<file path="src/rtl/serial_alu.sv">
// Digit-serial ALU: W bits per cycle, LSB digit first, with a registered
// carry between digits and a valid/ready handshake on both sides.
module serial_alu #(
  parameter int N = 8,
  parameter int W = 2
) (
  input  logic         clk,
  input  logic         reset,
  input  logic         in_valid,
  output logic         in_ready,
  input  logic [N-1:0] a,
  input  logic [N-1:0] b,
  input  logic [2:0]   op,
  output logic         out_valid,
  input  logic         out_ready,
  output logic [N-1:0] s,
  output logic         co,
  output logic         ov,
  output logic         zero
);

  localparam int D  = N / W;
  localparam int KW = (D > 1) ? $clog2(D) : 1;

  localparam logic [1:0] IDLE = 2'd0;
  localparam logic [1:0] BUSY = 2'd1;
  localparam logic [1:0] DONE = 2'd2;

  localparam logic [2:0] OP_ADD = 3'd0;
  localparam logic [2:0] OP_SUB = 3'd1;
  localparam logic [2:0] OP_AND = 3'd2;
  localparam logic [2:0] OP_OR  = 3'd3;
  localparam logic [2:0] OP_XOR = 3'd4;

  generate
    if (N < 2 || W < 1 || W > N || (N % W) != 0) begin : g_bad_cfg
      $fatal(1, "serial_alu: illegal N/W combination");
    end
  endgenerate

  logic [1:0]    state_q, state_d;
  logic [N-1:0]  a_q, a_d;
  logic [N-1:0]  b_q, b_d;
  logic [N-1:0]  r_q, r_d;
  logic [2:0]    op_q, op_d;
  logic [KW-1:0] k_q, k_d;
  logic          carry_q, carry_d;
  logic [N-1:0]  s_q, s_d;
  logic          co_q, co_d;
  logic          ov_q, ov_d;
  logic          zero_q, zero_d;

  logic [W-1:0]  ad, bd, bx, dres;
  logic [W:0]    sum;
  logic          arith, cmsb_in;

  // Operands shift right each digit, so the live digit is always at bit 0.
  always_comb begin
    ad      = a_q[W-1:0];
    bd      = b_q[W-1:0];
    bx      = (op_q == OP_SUB) ? ~bd : bd;
    sum     = {1'b0, ad} + {1'b0, bx} + {{W{1'b0}}, carry_q};
    cmsb_in = ad[W-1] ^ bx[W-1] ^ sum[W-1];
    arith   = (op_q == OP_ADD) || (op_q == OP_SUB);
    case (op_q)
      OP_ADD,
      OP_SUB:  dres = sum[W-1:0];
      OP_AND:  dres = ad & bd;
      OP_OR:   dres = ad | bd;
      OP_XOR:  dres = ad ^ bd;
      default: dres = '0;
    endcase
  end

  always_comb begin
    state_d = state_q;
    a_d     = a_q;
    b_d     = b_q;
    r_d     = r_q;
    op_d    = op_q;
    k_d     = k_q;
    carry_d = carry_q;
    s_d     = s_q;
    co_d    = co_q;
    ov_d    = ov_q;
    zero_d  = zero_q;
    unique case (state_q)
      IDLE: begin
        if (in_valid) begin
          a_d     = a;
          b_d     = b;
          op_d    = op;
          carry_d = (op == OP_SUB);
          k_d     = '0;
          state_d = BUSY;
        end
      end
      BUSY: begin
        a_d     = a_q >> W;
        b_d     = b_q >> W;
        r_d     = N'({dres, r_q} >> W);
        carry_d = arith & sum[W];
        k_d     = k_q + 1'b1;
        if (k_q == KW'(D - 1)) begin
          state_d = DONE;
          s_d     = r_d;
          co_d    = arith & sum[W];
          ov_d    = arith & (cmsb_in ^ sum[W]);
          zero_d  = (r_d == '0);
        end
      end
      DONE: begin
        if (out_ready) state_d = IDLE;
      end
      default: state_d = IDLE;
    endcase
  end

  always_ff @(posedge clk) begin
    if (reset) begin
      state_q <= IDLE;
      a_q     <= '0;
      b_q     <= '0;
      r_q     <= '0;
      op_q    <= '0;
      k_q     <= '0;
      carry_q <= 1'b0;
      s_q     <= '0;
      co_q    <= 1'b0;
      ov_q    <= 1'b0;
      zero_q  <= 1'b0;
    end else begin
      state_q <= state_d;
      a_q     <= a_d;
      b_q     <= b_d;
      r_q     <= r_d;
      op_q    <= op_d;
      k_q     <= k_d;
      carry_q <= carry_d;
      s_q     <= s_d;
      co_q    <= co_d;
      ov_q    <= ov_d;
      zero_q  <= zero_d;
    end
  end

  assign in_ready  = (state_q == IDLE);
  assign out_valid = (state_q == DONE);
  assign s         = s_q;
  assign co        = co_q;
  assign ov        = ov_q;
  assign zero      = zero_q;

endmodule

</file>
<file path="config.mk">
export PLATFORM = sky130hd
export DESIGN_NAME = serial_alu
export DESIGN_NICKNAME = d
export VERILOG_FILES = /design/src/rtl/serial_alu.sv
export SDC_FILE = /design/constraint.sdc
export NUM_CORES = 1
export LEC_CHECK = 0
export ABC_AREA = 1
export ABC_CLOCK_PERIOD_IN_PS = 3300
export CAP_MARGIN = 20
export CORE_MARGIN = 5
export CORE_UTILIZATION = 40
export CTS_BUF_LIST = sky130_fd_sc_hd__clkbuf_2 sky130_fd_sc_hd__clkbuf_4 sky130_fd_sc_hd__clkbuf_8
export DETAILED_ROUTE_END_ITERATION = 16
export SLEW_MARGIN = 40
export SYNTH_ARGS = -nofsm -noshare
export SYNTH_HDL_FRONTEND = slang
export SYNTH_SLANG_ARGS = --single-unit
</file>
<file path="constraint.sdc">
create_clock -name clk -period 3.3 [get_ports clk]
set_clock_uncertainty 0.15 [all_clocks]
set_input_delay 0.33 -clock clk [delete_from_list [all_inputs] [get_ports clk]]
set_output_delay 0.33 -clock clk [all_outputs]
set_load 0.1 [all_outputs]
</file>
==> flow_summary.yaml, run 1 <==
pwr:
  static-leakage-power_nw: 0.971
  switching_share_pct: 29.8
  peakVddDrop_v: 0.000221
  clkPwrFrac_pct: 29.7
  seq_power_share_pct: 50.4
  p_total_mw: 1.10
  p_sw_mw: 0.327
  power_density_nw_per_um2: 485
  p_int_mw: 0.771
  combPwrFrac_pct: 19.9
yosys:
  syn_inst: 249
  synth_seq_cells: 41
  syn-cell-area_sq_um: 1900
  yosysWarningCount: 0
  ys_types: 26
  yosysSeqAreaShare_pct: 43.3
  syn_area_per_cell_sq_um: 7.62
  syn_nets: 280
clocking:
  path_clk_slew_ps: 80
  htreeDepth: 2
  hold_buffers: 0
  clock_sinks: 41
  cts_resized: 0
  cts_setup_buffers: 0
  cts_buffers: 5
  clockBufferDepth: 2
  root_buffer: "clkbuf_8"
  tritoncts: "yes"
  clk_latency_ps: 290
place:
  place_inst: 326
  gp_congestion: 0.831
  port_buffers: 35
  hpwl_um: 2830
  place_ws_ps: 773
sta:
  period_minus_slack_ps: 2510
  fin_crit_sh_pct: 76.0
  setup_slack_ps: 792
  rsz0062_at_grt: "false"
  max-slew-margin-rel_pct: 55.3
  fmaxAchievable_mhz: 399
  finalHoldViolCount: 0
  setup_viol: 0
  drv_slew: 0
  setup-tns-final_ps: 0
  tightestPinTransition_ps: 670
detailed_routing:
  num_vias: 1648
  ant_nets: 0
  drc: 0
  first_iter_violations: 79
  drt-total-wl_um: 4020
  vias_per_cell: 4.93
  wl_per_cell_um: 12.0
  first_pass_iters: 4
global_route:
  grt_pass1_wl_um: 6820
  antenna_found_initial: 0
  track_usage_pct: 13.8
  grt_start_max_net_pins: 27
  grt_pass1_vias: 1503
  gr-total-overflow: 0
floorplanning:
  die_area_sq_um: 6220
  core_area_sq_um: 4660
  start_util_pct: 40.7
  rows: 25
  ios: 36
  die-width_um: 78.9
  die_h_um: 78.9
finish:
  stdcell_count: 334
  antenna_cells: 0
  drive_gt1_share_pct: 11.4
  nNetsFinal: 310
  area_growth_pct: 19.3
critical_path:
  cp_data_arrival_time_ps: 2590
  worstPathMaxFanout: 8
  cp-startpoint: "op_q[1]$_SDFFE_PP0P_"
  r2r_slack_ps: 790
  startpoint_type: "flip-flop"
  setup.worst_path.end_class: "flip-flop"
  endpoint: "ov$_SDFFE_PP0P_"
  r2r-start: "op_q[1]$_SDFFE_PP0P_"
  path_class: "flip-flop to flip-flop"
  r2r_cells: 11
  r2r-end: "ov$_SDFFE_PP0P_"
  crit_required_ps: 3380
job:
  cap_viol_max_count: 0
worst_hold_path:
  hp-class: "flip-flop to flip-flop"
  min_path_cells: 2
run_status:
  status: "finished, final reports clean"
==> area by class of cell <==
cell class | instances | area, sq um
Inverter | 26 | 97.6
Fill cell | 501 | 2400
Clock buffer | 6 | 76.3
Timing Repair Buffer | 36 | 298
Tap cell | 54 | 67.6
Multi-Input combinational cell | 169 | 892
Sequential cell | 41 | 821
Clock inverter | 2 | 10.0
==> flip-flops by register name, summed over array words and instances, names as in the netlist <==
signal	count
b_q	8
ov	1
co	1
r_q	6
zero	1
op_q	3
a_q	8
s	8
state_q	2
k_q	2
carry_q	1
==> cell families (layout without fill, tap and decap cells) <==
| kind of cell | count (synthesis) | in the layout | synth area share [%] |
|---|---|---|---|
| AO/OA/AOI/OAI | 68 | 68 | 19.1 |
| XOR/XNOR | 3 | 3 | 1.39 |
| adder cells (fa/ha/maj) | 8 | 8 | 6.07 |
| buffers and inverters | 39 | 70 | 9.70 |
| flip-flops | 41 | 41 | 43.3 |
| AND/OR/NAND/NOR | 90 | 90 | 20.4 |
==> worst min-delay path by stage <==
stage                         from                   to
4_1_cts        a_q[3]$_SDFFE_PP0P_  a_q[3]$_SDFFE_PP0P_
6_report       a_q[2]$_SDFFE_PP0P_  a_q[2]$_SDFFE_PP0P_
3_5_place_dp   a_q[3]$_SDFFE_PP0P_  a_q[3]$_SDFFE_PP0P_
5_1_grt        a_q[3]$_SDFFE_PP0P_  a_q[3]$_SDFFE_PP0P_
2_1_floorplan  a_q[2]$_SDFFE_PP0P_  a_q[2]$_SDFFE_PP0P_
3_3_place_gp   a_q[3]$_SDFFE_PP0P_  a_q[3]$_SDFFE_PP0P_
==> worst max-delay path, cell delays in order, from the launching register on <==
cell and delay (ps):
dfxtp_1 370, nor2_1 230, nand2_1 130, xor2_1 170
fa_1 350, inv_1 70, fa_1 440, xnor2_1 210
inv_1 60, nand2_1 50, nand4_1 70, a21oi_1 130
==> power groups by stage <==
| stage | clock network [mW] | logic [mW] | registers, mW |
|---|---|---|---|
| 2_1_floorplan | 0 | 0.168 | 0.560 |
| 3_3_place_gp | 0 | 0.216 | 0.565 |
| 3_5_place_dp | 0 | 0.220 | 0.565 |
| 4_1_cts | 0.335 | 0.221 | 0.553 |
| 5_1_grt | 0.359 | 0.256 | 0.558 |
| 6_report | 0.326 | 0.218 | 0.553 |
==> stage by stage <==
step / instance area [sq um] / hold slack, ps / utilization [%]
after floorplan: 1900 / 275 / -
after global placement: 2230 / 286 / 47.9
after detailed placement: 2180 / 290 / 46.7
after CTS: 2260 / 301 / 48.5
after global routing: 2260 / 322 / 48.5
final: 2260 / 303 / 48.5
==> placed cells by master (no fill, tap or decap) <==
cell,count
inv_2,2
nand4_1,3
nand2_4,3
nor2_1,22
nor3_1,2
clkbuf_8,5
fa_1,2
a211oi_1,1
nor2_4,1
xor2_1,2
ha_1,6
nand2_2,1
o21ai_0,30
clkbuf_4,1
a21oi_2,2
nand2_1,53
inv_1,24
buf_4,3
a21oi_1,23
a31oi_1,8
nand3_1,4
xnor2_1,1
o31ai_1,1
buf_2,11
nor2_2,1
clkdlybuf4s50_1,22
clkinv_2,2
o21ai_1,3
dfxtp_1,41
==> synth_stat cells <==
cell type | number | area share, %
a211oi_1 | 1 | 0.40
a21oi_1 | 23 | 6.1
a21oi_2 | 2 | 0.92
a31oi_1 | 8 | 2.6
buf_2 | 6 | 1.6
buf_6 | 4 | 2.4
clkbuf_1 | 3 | 0.59
dfxtp_1 | 41 | 43
fa_1 | 2 | 2.1
ha_1 | 6 | 4.0
inv_1 | 24 | 4.7
inv_2 | 2 | 0.40
nand2_1 | 53 | 10
nand2_2 | 1 | 0.33
nand2_4 | 3 | 1.8
nand3_1 | 4 | 1.1
nand4_1 | 3 | 0.99
nor2_1 | 22 | 4.4
nor2_2 | 1 | 0.33
nor2_4 | 1 | 0.59
nor3_1 | 2 | 0.53
o21ai_0 | 30 | 7.9
o21ai_1 | 3 | 0.79
o31ai_1 | 1 | 0.40
xnor2_1 | 1 | 0.46
xor2_1 | 2 | 0.92
==> metal layers <==
metal | vias up | share of wire (%) | global-route usage, %
met1 | 744 | 49 | 18.3
met2 | 31 | 45 | 21.8
li1 | 868 | - | -
met5 | - | 0 | 0
met4 | 0 | 1.2 | 4.64
met3 | 5 | 4.2 | 3.74
No activity file was read; power rests on OpenSTA's default activity.
==> run 2, diff against run 1 <==
--- a/config.mk
+++ b/config.mk
@@ -6,12 +6,13 @@
 export NUM_CORES = 1
 export LEC_CHECK = 0
 export ABC_AREA = 1
-export ABC_CLOCK_PERIOD_IN_PS = 3300
+export ABC_CLOCK_PERIOD_IN_PS = 2100
 export CAP_MARGIN = 20
 export CORE_MARGIN = 5
 export CORE_UTILIZATION = 40
 export CTS_BUF_LIST = sky130_fd_sc_hd__clkbuf_2 sky130_fd_sc_hd__clkbuf_4 sky130_fd_sc_hd__clkbuf_8
 export DETAILED_ROUTE_END_ITERATION = 16
+export PLACE_DENSITY = 0.67
 export SLEW_MARGIN = 40
 export SYNTH_ARGS = -nofsm -noshare
 export SYNTH_HDL_FRONTEND = slang
==> constraint.sdc (replaced) <==
create_clock -name clk -period 2.1 [get_ports clk]
set_clock_uncertainty 0.15 [all_clocks]
set_input_delay 0.21 -clock clk [delete_from_list [all_inputs] [get_ports clk]]
set_output_delay 0.21 -clock clk [all_outputs]
set_load 0.1 [all_outputs]
==> run 2 against run 1 <==
Cell count rose by 3.9%. Critical endpoint unchanged. Fmax rose by 14%. Via count is 3.5% higher. The flow now finishes with violations (negative setup slack). Clock power increased by 72%. Power is 69% higher. First-iteration DRC count decreased by 18%. Setup slack worse by 900 ps. Critical path type unchanged. Sequential power grew 57%. Non-clock buffer count rose by 13. Combinational power is 94% higher. Sequential share of layout area is 2.7 points lower.
==> flow_summary.yaml, run 2 (synthesis gave the netlist of run 1 again) <==
global_route:
  track_usage_pct: 14.6
  grt_pass1_wl_um: 7160
  antenna_found_initial: 0
  grt_pass1_vias: 1592
  grt_start_max_net_pins: 27
  gr-total-overflow: 0
floorplanning:
  ios: 36
  rows: 25
  start_util_pct: 40.7
  die_area_sq_um: 6220
  core_area_sq_um: 4660
  die_h_um: 78.9
  die-width_um: 78.9
sta:
  setup_viol: 4
  fmaxAchievable_mhz: 453
  rsz0062_at_grt: "true"
  period_minus_slack_ps: 2210
  fin_crit_sh_pct: 105
  setup_slack_ps: -107
  holdWs_ps: 297
  drv_slew: 0
  tightestPinTransition_ps: 424
  max-slew-margin-rel_pct: 71.4
  finalHoldViolCount: 0
detailed_routing:
  first_pass_iters: 4
  num_vias: 1705
  drc: 0
  wl_per_cell_um: 12.1
  vias_per_cell: 4.91
  first_iter_violations: 65
  ant_nets: 0
  drt-total-wl_um: 4190
finish:
  nNetsFinal: 323
  layout_common_cells: "nand2_1, dfxtp_1, o21ai_0"
  area_growth_pct: 29.1
  antenna_cells: 0
  drive_gt1_share_pct: 19.8
  layout_commonest_cell: "nand2_1"
run_status:
  violations: "negative setup slack"
  status: "complete, but fails checks"
place:
  place_ws_ps: -150
  hpwl_um: 3020
  port_buffers: 35
  gp_congestion: 0.853
critical_path:
  path_class: "flip-flop to flip-flop"
  crit_required_ps: 2180
  worstPathMaxFanout: 2
  cpMostUsedCell: "fa_2"
  cp_data_arrival_time_ps: 2280
  slowest_stage: "fa_2"
  startpoint_type: "flip-flop"
  path_cells: "nor2_4, nand2_2, xor2_1, fa_2, inv_2, fa_2, xnor2_2, inv_1, nand2_1, nand4_1, a21oi_1"
  setup.worst_path.end_class: "flip-flop"
  max_stage_delay_ps: 450
clocking:
  clock_sinks: 41
  root_buffer: "clkbuf_8"
  hold_buffers: 0
  clk_latency_ps: 290
  htreeDepth: 2
  cts_buffers: 5
  path_clk_slew_ps: 80
  clockBufferDepth: 2
  tritoncts: "yes"
job:
  cap_viol_max_count: 0
worst_hold_path:
  hp-class: "flip-flop to flip-flop"
pwr:
  power_density_nw_per_um2: 756
  p_total_mw: 1.85
  peakVddDrop_v: 0.000382
  static-leakage-power_nw: 1.05
## run 2: changes by cell type in the layout (fill, tap and decap cells not counted), sizes merged
cell	delta
clkbuf	+1
buf	+13
clkinv	-1
## run 2: routing by layer
layer  routed length (um)  GRT usage [%]  share of wire (%)  up-vias
li1                     -              -                  -      898
met4                   83           6.53                2.0        0
met3                  209           4.08                5.0        6
met1                 1920           18.9                 46      767
met2                 1980           22.6                 47       34
met5                    0              0                  0        -
## run 2: timing repair
item                                    4_1_cts  5_1_grt
endpoints found under the setup margin        4        5
gates resized for setup                       2        6
buffers inserted                              3        1
pin swaps                                     4        2
## run 2: final timing paths
| check | slack [ps] | startpoint | endpoint | cells after the start |
|---|---|---|---|---|
| worst max-delay path | -110 | op_q[1]$_SDFFE_PP0P_ | ov$_SDFFE_PP0P_ | 11 |
| worst min-delay path | 300 | a_q[3]$_SDFFE_PP0P_ | a_q[3]$_SDFFE_PP0P_ | 2 |
| worst max register to register | -110 | op_q[1]$_SDFFE_PP0P_ | ov$_SDFFE_PP0P_ | 11 |
| worst min register to register | 300 | a_q[3]$_SDFFE_PP0P_ | a_q[3]$_SDFFE_PP0P_ | 2 |
## run 2: cell type report
class	instances	area [sq um]
Sequential cell	41	823
Tap cell	54	67.6
Timing Repair Buffer	49	423
Clock inverter	1	5.00
Fill cell	466	2210
Inverter	26	97.6
Clock buffer	7	96.3
Multi-Input combinational cell	169	936
## run 2: worst max-delay path, delay by kind of cell, from the launching register on
family	cells	cell delay [ps]
AOI/OAI and AO/OA	1	130
xor gates and xnor gates	2	310
adders and majority gates	2	790
buffers and inverters	2	120
DFF	1	340
and+or+nand+nor	4	300
## run 2: power by group
group | total [mW] | switching [mW] | leakage [nW] | internal (mW)
clock network | 0.560 | 0.263 | 0.0542 | 0.297
logic | 0.423 | 0.237 | 0.657 | 0.186
registers | 0.867 | 0.0366 | 0.337 | 0.831
total | 1.85 | 0.536 | 1.05 | 1.31
## run 2: through the flow
stage,utilization (%),setup TNS [ps],cell area [sq um],cells
global placement,49.1,-204,2290,335
finish,52.5,-267,2450,347
floorplan,-,-268,1920,249
global route,52.5,-690,2450,347
CTS,51.8,-244,2410,346
detailed placement,49.1,-403,2290,335
==> run 3, diff against run 2 <==
--- a/config.mk
+++ b/config.mk
@@ -7,7 +7,7 @@
 export LEC_CHECK = 0
 export ABC_AREA = 1
 export ABC_CLOCK_PERIOD_IN_PS = 2100
-export CAP_MARGIN = 20
+export CAP_MARGIN = 10
 export CORE_MARGIN = 5
 export CORE_UTILIZATION = 40
 export CTS_BUF_LIST = sky130_fd_sc_hd__clkbuf_2 sky130_fd_sc_hd__clkbuf_4 sky130_fd_sc_hd__clkbuf_8
==> results of run 3 <==
The final DEF is identical to that of run 2; final timing and power are the same.
